$ cat src/rtl/aes_gcm_stream_src.sv
// Transmit stream source for the AES-GCM core: packs 32-bit host words into
// 128-bit AAD and payload beats carrying keep masks and last flags.
module aes_gcm_stream_src (
    input  logic          clk,
    input  logic          rst_n,
    input  logic          start,
    input  logic [63:0]   len_aad_bits,
    input  logic [63:0]   len_pld_bits,
    input  logic          wr_valid,
    output logic          wr_ready,
    input  logic [31:0]   wr_data,
    output logic          aad_valid,
    input  logic          aad_ready,
    output logic [127:0]  aad_data,
    output logic [15:0]   aad_keep,
    output logic          aad_last,
    output logic          din_valid,
    input  logic          din_ready,
    output logic [127:0]  din_data,
    output logic [15:0]   din_keep,
    output logic          din_last,
    output logic          busy,
    output logic          done,
    output logic          cfg_err
);

    typedef enum logic [2:0] {
        S_IDLE, S_AAD_FILL, S_AAD_SEND, S_PLD_FILL, S_PLD_SEND, S_DONE
    } state_e;

    state_e         state_q, state_d;
    logic           start_q;
    logic [60:0]    rem_q, rem_d;
    logic [60:0]    pld_bytes_q, pld_bytes_d;
    logic [1:0]     lane_q, lane_d;
    logic [127:0]   beat_q, beat_d;
    logic           done_q, done_d;
    logic           cfg_err_q, cfg_err_d;

    logic           start_pulse;
    logic           len_ok;
    logic [60:0]    aad_bytes, pld_bytes;
    logic [4:0]     beat_bytes;
    logic [4:0]     beat_bytes_p3;
    logic [2:0]     beat_words;
    logic [15:0]    beat_keep;
    logic           beat_last;
    logic [60:0]    rem_after;
    logic [31:0]    wr_masked;
    logic           last_word;

    assign start_pulse   = start && !start_q;
    assign len_ok        = (len_aad_bits[2:0] == 3'd0) && (len_pld_bits[2:0] == 3'd0);
    assign aad_bytes     = len_aad_bits[63:3];
    assign pld_bytes     = len_pld_bits[63:3];
    assign beat_bytes    = (rem_q >= 61'd16) ? 5'd16 : rem_q[4:0];
    assign beat_bytes_p3 = beat_bytes + 5'd3;
    assign beat_words    = beat_bytes_p3[4:2];
    assign beat_keep     = 16'((17'd1 << beat_bytes) - 17'd1);
    assign beat_last     = (rem_q == 61'(beat_bytes));
    assign rem_after     = rem_q - 61'(beat_bytes);
    assign last_word     = (({1'b0, lane_q} + 3'd1) == beat_words);

    // Bytes past the end of the section are dropped so the beat tail stays zero.
    always_comb begin
        wr_masked = 32'd0;
        for (int k = 0; k < 4; k++) begin
            wr_masked[8*k +: 8] = ({1'b0, lane_q, 2'(k)} < beat_bytes) ? wr_data[8*k +: 8] : 8'h00;
        end
    end

    always_comb begin
        state_d     = state_q;
        rem_d       = rem_q;
        pld_bytes_d = pld_bytes_q;
        lane_d      = lane_q;
        beat_d      = beat_q;
        done_d      = done_q;
        cfg_err_d   = cfg_err_q;
        case (state_q)
            S_IDLE, S_DONE: begin
                if (state_q == S_DONE) done_d = 1'b1;
                if (start_pulse) begin
                    if (!len_ok) begin
                        cfg_err_d = 1'b1;
                    end else begin
                        cfg_err_d   = 1'b0;
                        done_d      = 1'b0;
                        beat_d      = 128'd0;
                        lane_d      = 2'd0;
                        pld_bytes_d = pld_bytes;
                        if (aad_bytes != 61'd0) begin
                            state_d = S_AAD_FILL;
                            rem_d   = aad_bytes;
                        end else if (pld_bytes != 61'd0) begin
                            state_d = S_PLD_FILL;
                            rem_d   = pld_bytes;
                        end else begin
                            state_d = S_DONE;
                            rem_d   = 61'd0;
                        end
                    end
                end
            end
            S_AAD_FILL, S_PLD_FILL: begin
                if (wr_valid) begin
                    beat_d[32*lane_q +: 32] = wr_masked;
                    if (last_word) begin
                        lane_d  = 2'd0;
                        state_d = (state_q == S_AAD_FILL) ? S_AAD_SEND : S_PLD_SEND;
                    end else begin
                        lane_d = lane_q + 2'd1;
                    end
                end
            end
            S_AAD_SEND, S_PLD_SEND: begin
                if ((state_q == S_AAD_SEND) ? aad_ready : din_ready) begin
                    beat_d = 128'd0;
                    lane_d = 2'd0;
                    if (rem_after != 61'd0) begin
                        rem_d   = rem_after;
                        state_d = (state_q == S_AAD_SEND) ? S_AAD_FILL : S_PLD_FILL;
                    end else if ((state_q == S_AAD_SEND) && (pld_bytes_q != 61'd0)) begin
                        rem_d   = pld_bytes_q;
                        state_d = S_PLD_FILL;
                    end else begin
                        rem_d   = 61'd0;
                        state_d = S_DONE;
                        done_d  = 1'b1;
                    end
                end
            end
            default: state_d = S_IDLE;
        endcase
    end

    always_ff @(posedge clk or negedge rst_n) begin
        if (!rst_n) begin
            state_q     <= S_IDLE;
            start_q     <= 1'b0;
            rem_q       <= 61'd0;
            pld_bytes_q <= 61'd0;
            lane_q      <= 2'd0;
            beat_q      <= 128'd0;
            done_q      <= 1'b0;
            cfg_err_q   <= 1'b0;
        end else begin
            state_q     <= state_d;
            start_q     <= start;
            rem_q       <= rem_d;
            pld_bytes_q <= pld_bytes_d;
            lane_q      <= lane_d;
            beat_q      <= beat_d;
            done_q      <= done_d;
            cfg_err_q   <= cfg_err_d;
        end
    end

    assign wr_ready  = (state_q == S_AAD_FILL) || (state_q == S_PLD_FILL);
    assign aad_valid = (state_q == S_AAD_SEND);
    assign aad_data  = aad_valid ? beat_q : 128'd0;
    assign aad_keep  = aad_valid ? beat_keep : 16'd0;
    assign aad_last  = aad_valid && beat_last;
    assign din_valid = (state_q == S_PLD_SEND);
    assign din_data  = din_valid ? beat_q : 128'd0;
    assign din_keep  = din_valid ? beat_keep : 16'd0;
    assign din_last  = din_valid && beat_last;
    assign busy      = (state_q != S_IDLE) && (state_q != S_DONE);
    assign done      = done_q;
    assign cfg_err   = cfg_err_q;

endmodule

$ cat config.mk
export PLATFORM = sky130hd
export DESIGN_NAME = aes_gcm_stream_src
export DESIGN_NICKNAME = d
export VERILOG_FILES = /design/src/rtl/aes_gcm_stream_src.sv
export SDC_FILE = /design/constraint.sdc
export NUM_CORES = 1
export LEC_CHECK = 0
export CORE_AREA = 8 8 192 176
export CTS_CLUSTER_DIAMETER = 40
export DETAILED_ROUTE_END_ITERATION = 10
export DIE_AREA = 0 0 200 184
export PLACE_DENSITY = 0.87
export SYNTH_ARGS = -nofsm -noshare
export SYNTH_HDL_FRONTEND = slang
export SYNTH_SLANG_ARGS = --single-unit
$ cat constraint.sdc
create_clock -name clk -period 15.25 [get_ports clk]
set_input_delay 3.05 -clock clk [delete_from_list [all_inputs] [get_ports clk]]
set_output_delay 3.05 -clock clk [all_outputs]
set_load 0.02 [all_outputs]
==> key figures <==
Timing
  • Setup TNS: 0 ps
  • Final setup viols: 0
  • RSZ-0062 raised after global routing: no
  • Final-report hold violation count: 0
  • Maximum clock frequency: 104.2 MHz
  • Slew @ Worst Pin: 1389 ps
  • Min Tclk post-route: 9599 ps
  • Final period util: 62.94%
  • Final Slew Violations: 0
  • Setup Skew: 22.60 ps
  • Max_slew headroom: 5.000%

Logic synthesis
  • Largest area contributor in the netlist: dfrtp_1
  • Asr flop ratio synth: 100.0%
  • Syn Nets: 1928
  • Seq cells post-synth: 258
  • Yosys top cell area share: 40.51%
  • Main synth FF type: dfrtp_1
  • Synthesized area: 15940 µm²
  • Ys Warns: 0
  • Mean post-synth cell area: 9.108 µm²
  • Post-synthesis cell count: 1750
  • Seq/Total Area, Yosys: 40.51%
  • Synth area leaders: dfrtp_1 41%, a22o_1 7.0%, and2_1 5.5%, and3_1 5.3%, mux2_2 4.4%
  • Post-synth EDFFs: 0
  • Post-synth cell types: 72

Clock tree
  • Buffers inserted by post-CTS timing repair: 0
  • Sink Count: 258
  • H-Tree Depth: 2
  • Root buf cell: clkbuf_16
  • Clock Path Buffers: 3
  • Skew-Pair Late Insertion Delay: 540 ps
  • Total CTS buffers: 36
  • CTS hold repair buffers: 0
  • Post-CTS Resized: 0
  • Worst-path clk slew: 60 ps
  • CTS tree: built

Routing
  • Total number of vias: 17210
  • Iteration count of the initial detailed-routing pass: 6
  • Total wire length: 73.31 mm
  • WL/cell: 28.47 µm
  • Via-per-instance ratio: 6.683
  • DR DRC count: 0
  • Routed Antenna Nets: 0
  • DR iter-0 viols: 2454

Die
  • Die Y: 184 µm
  • Starting density of the core: 52.34%
  • Core ar.: 30450 µm²
  • Die Wd: 200 µm
  • Ports: 462
  • Row count: 61
  • Total Die Area: 36800 µm²

Global routing
  • First-pass GRT wire length: 108.1 mm
  • GRT Util Overall: 38.51%
  • Initial antenna violation count: 3
  • Vias in the first global route: 16490
  • Remaining global-route overflow: 0
  • Largest net degree at the start of global routing: 142

Worst hold path
  • Hold path start: beat_q[30]
  • HP Class: reg2reg

Worst setup path
  • Critical Path AT: 6550 ps
  • Worst Setup End Kind: output pin
  • Crit path from: rem_q[17]
  • Worst Path Required: 12200 ps
  • Kind of critical path: reg2out
  • Reg2Reg Launch Point: rem_q[17]
  • Worst R2R Setup Slack: 9140 ps
  • Largest fanout on the critical path: 19
  • Crit path launch type: flop

Run status
  • Status: finished clean

Cells and area
  • Layout Nets: 2317
  • Most frequent cells in the layout: 460 x clkdlybuf4s50_1, 257 x dfrtp_1, 156 x nor2_1
  • Final core occ: 72.19%
  • Area Overhead vs Synth: 37.92%
  • Commonest non-fill, non-tap cell in the layout: clkdlybuf4s50_1
  • Ratio of cells with drive above 1 in the final layout: 9.469%

Flow run
  • Max-cap viol count: 0

Placement
  • Port Buffers: 461
  • Hpwl dp: 55.62 mm
  • GP Congestion: 1.026

Power
  • P_leak: 9.136 nW
  • PwrDens: 133.1 nW/µm²
  • Peak VDD IR: 0.08808 mV
==> worst max-delay path, stage by stage (launching register included) <==
cell             delay [ps]
dfrtp_1                 440
nor4_1                  860
nand4_1                 490
or4_1                   920
nor2_8                  430
nand2_1                 220
inv_1                   190
ha_1                    390
nor2_1                  120
nand2_1                 100
o211ai_1                110
o21ai_1                 450
o2111ai_1               150
o31ai_1                 110
nand2_1                  70
o21ai_0                 170
and2_1                  170
clkdlybuf4s50_1         610
==> report_power, final <==
part	switching (mW)	leakage (nW)	internal (mW)
clock	0.339	0.578	0.495
sequential	0.261	3.38	0.829
combinational	0.626	5.17	0.376
==> state kept, by name (all words and copies together), names as in the netlist <==
register / cells
start_q: 1
done: 1
cfg_err: 1
rem_q: 61
beat_q: 128
pld_bytes_q: 61
lane_q: 2
state_q: 3
==> kinds of logic after synthesis <==
group                    Yosys count  share of synthesized area, %
XOR/XNOR                          55                         3.022
multiplexers                      64                         4.506
flip-flops                       258                         40.51
AND/OR/NAND/NOR                  799                         27.39
other                              1                       0.02353
AO/OA/AOI/OAI                    404                         19.62
adder cells (fa/ha/maj)           12                        0.9420
buffers and inverters            157                         3.996
==> cell type report <==
class / instances / area (µm²)
clock inverters: 20 / 231.5
repair buffers: 493 / 4860
fillers: 2257 / 8469
inverters: 15 / 56.30
multi-input cells: 1335 / 8901
well taps: 409 / 511.7
clock buffers: 44 / 960.9
diodes: 1 / 2.502
flip-flops and latches: 258 / 6460
==> layer usage <==
layer	vias up	routed length (µm)	part of all wire, %	track usage, %
met5	-	27	0.037	0
met4	4	1951	2.7	10.47
met3	164	10220	14	13.87
met2	1247	31920	44	56.04
met1	8469	29190	40	53.39
li1	7324	-	-	-
==> final timing paths <==
kind / cells past startpoint / endpoint
setup / recovery: 17 / din_keep[14]
hold / removal: 1 / beat_q[30]
setup reg to reg: 15 / rem_q[57]
hold reg to reg: 1 / beat_q[30]
max in group asynchronous: 2 / pld_bytes_q[25]
min in group asynchronous: 1 / pld_bytes_q[40]
==> metrics by stage <==
step	instance area [µm²]	hold WS [ps]	instances	power, mW	worst slack, ps
2_1_floorplan	15940	472.0	1750	1.616	7623
3_3_place_gp	20770	476.3	2508	2.020	6703
3_5_place_dp	20780	497.4	2509	2.045	6465
4_1_cts	21970	519.7	2573	2.877	5876
5_1_grt	21980	544.9	2575	3.036	5301
6_report	21980	516.7	2575	2.926	5651
==> synth_stat cells, types with 9 or more instances <==
cell type	n
a2111oi_0	26
a211oi_1	43
a211oi_2	20
a21oi_1	42
a22o_1	128
a31oi_1	37
and2_1	139
and3_1	134
clkbuf_1	125
dfrtp_1	258
ha_1	12
inv_1	15
mux2_2	62
nand2_1	86
nand2b_1	9
nand3_1	83
nand4_1	24
nor2_1	158
nor3_1	36
nor4_1	67
o21ai_0	51
or3_1	11
or4_1	17
xnor2_1	35
xor2_1	20
Power figures use the tool's default switching activity.
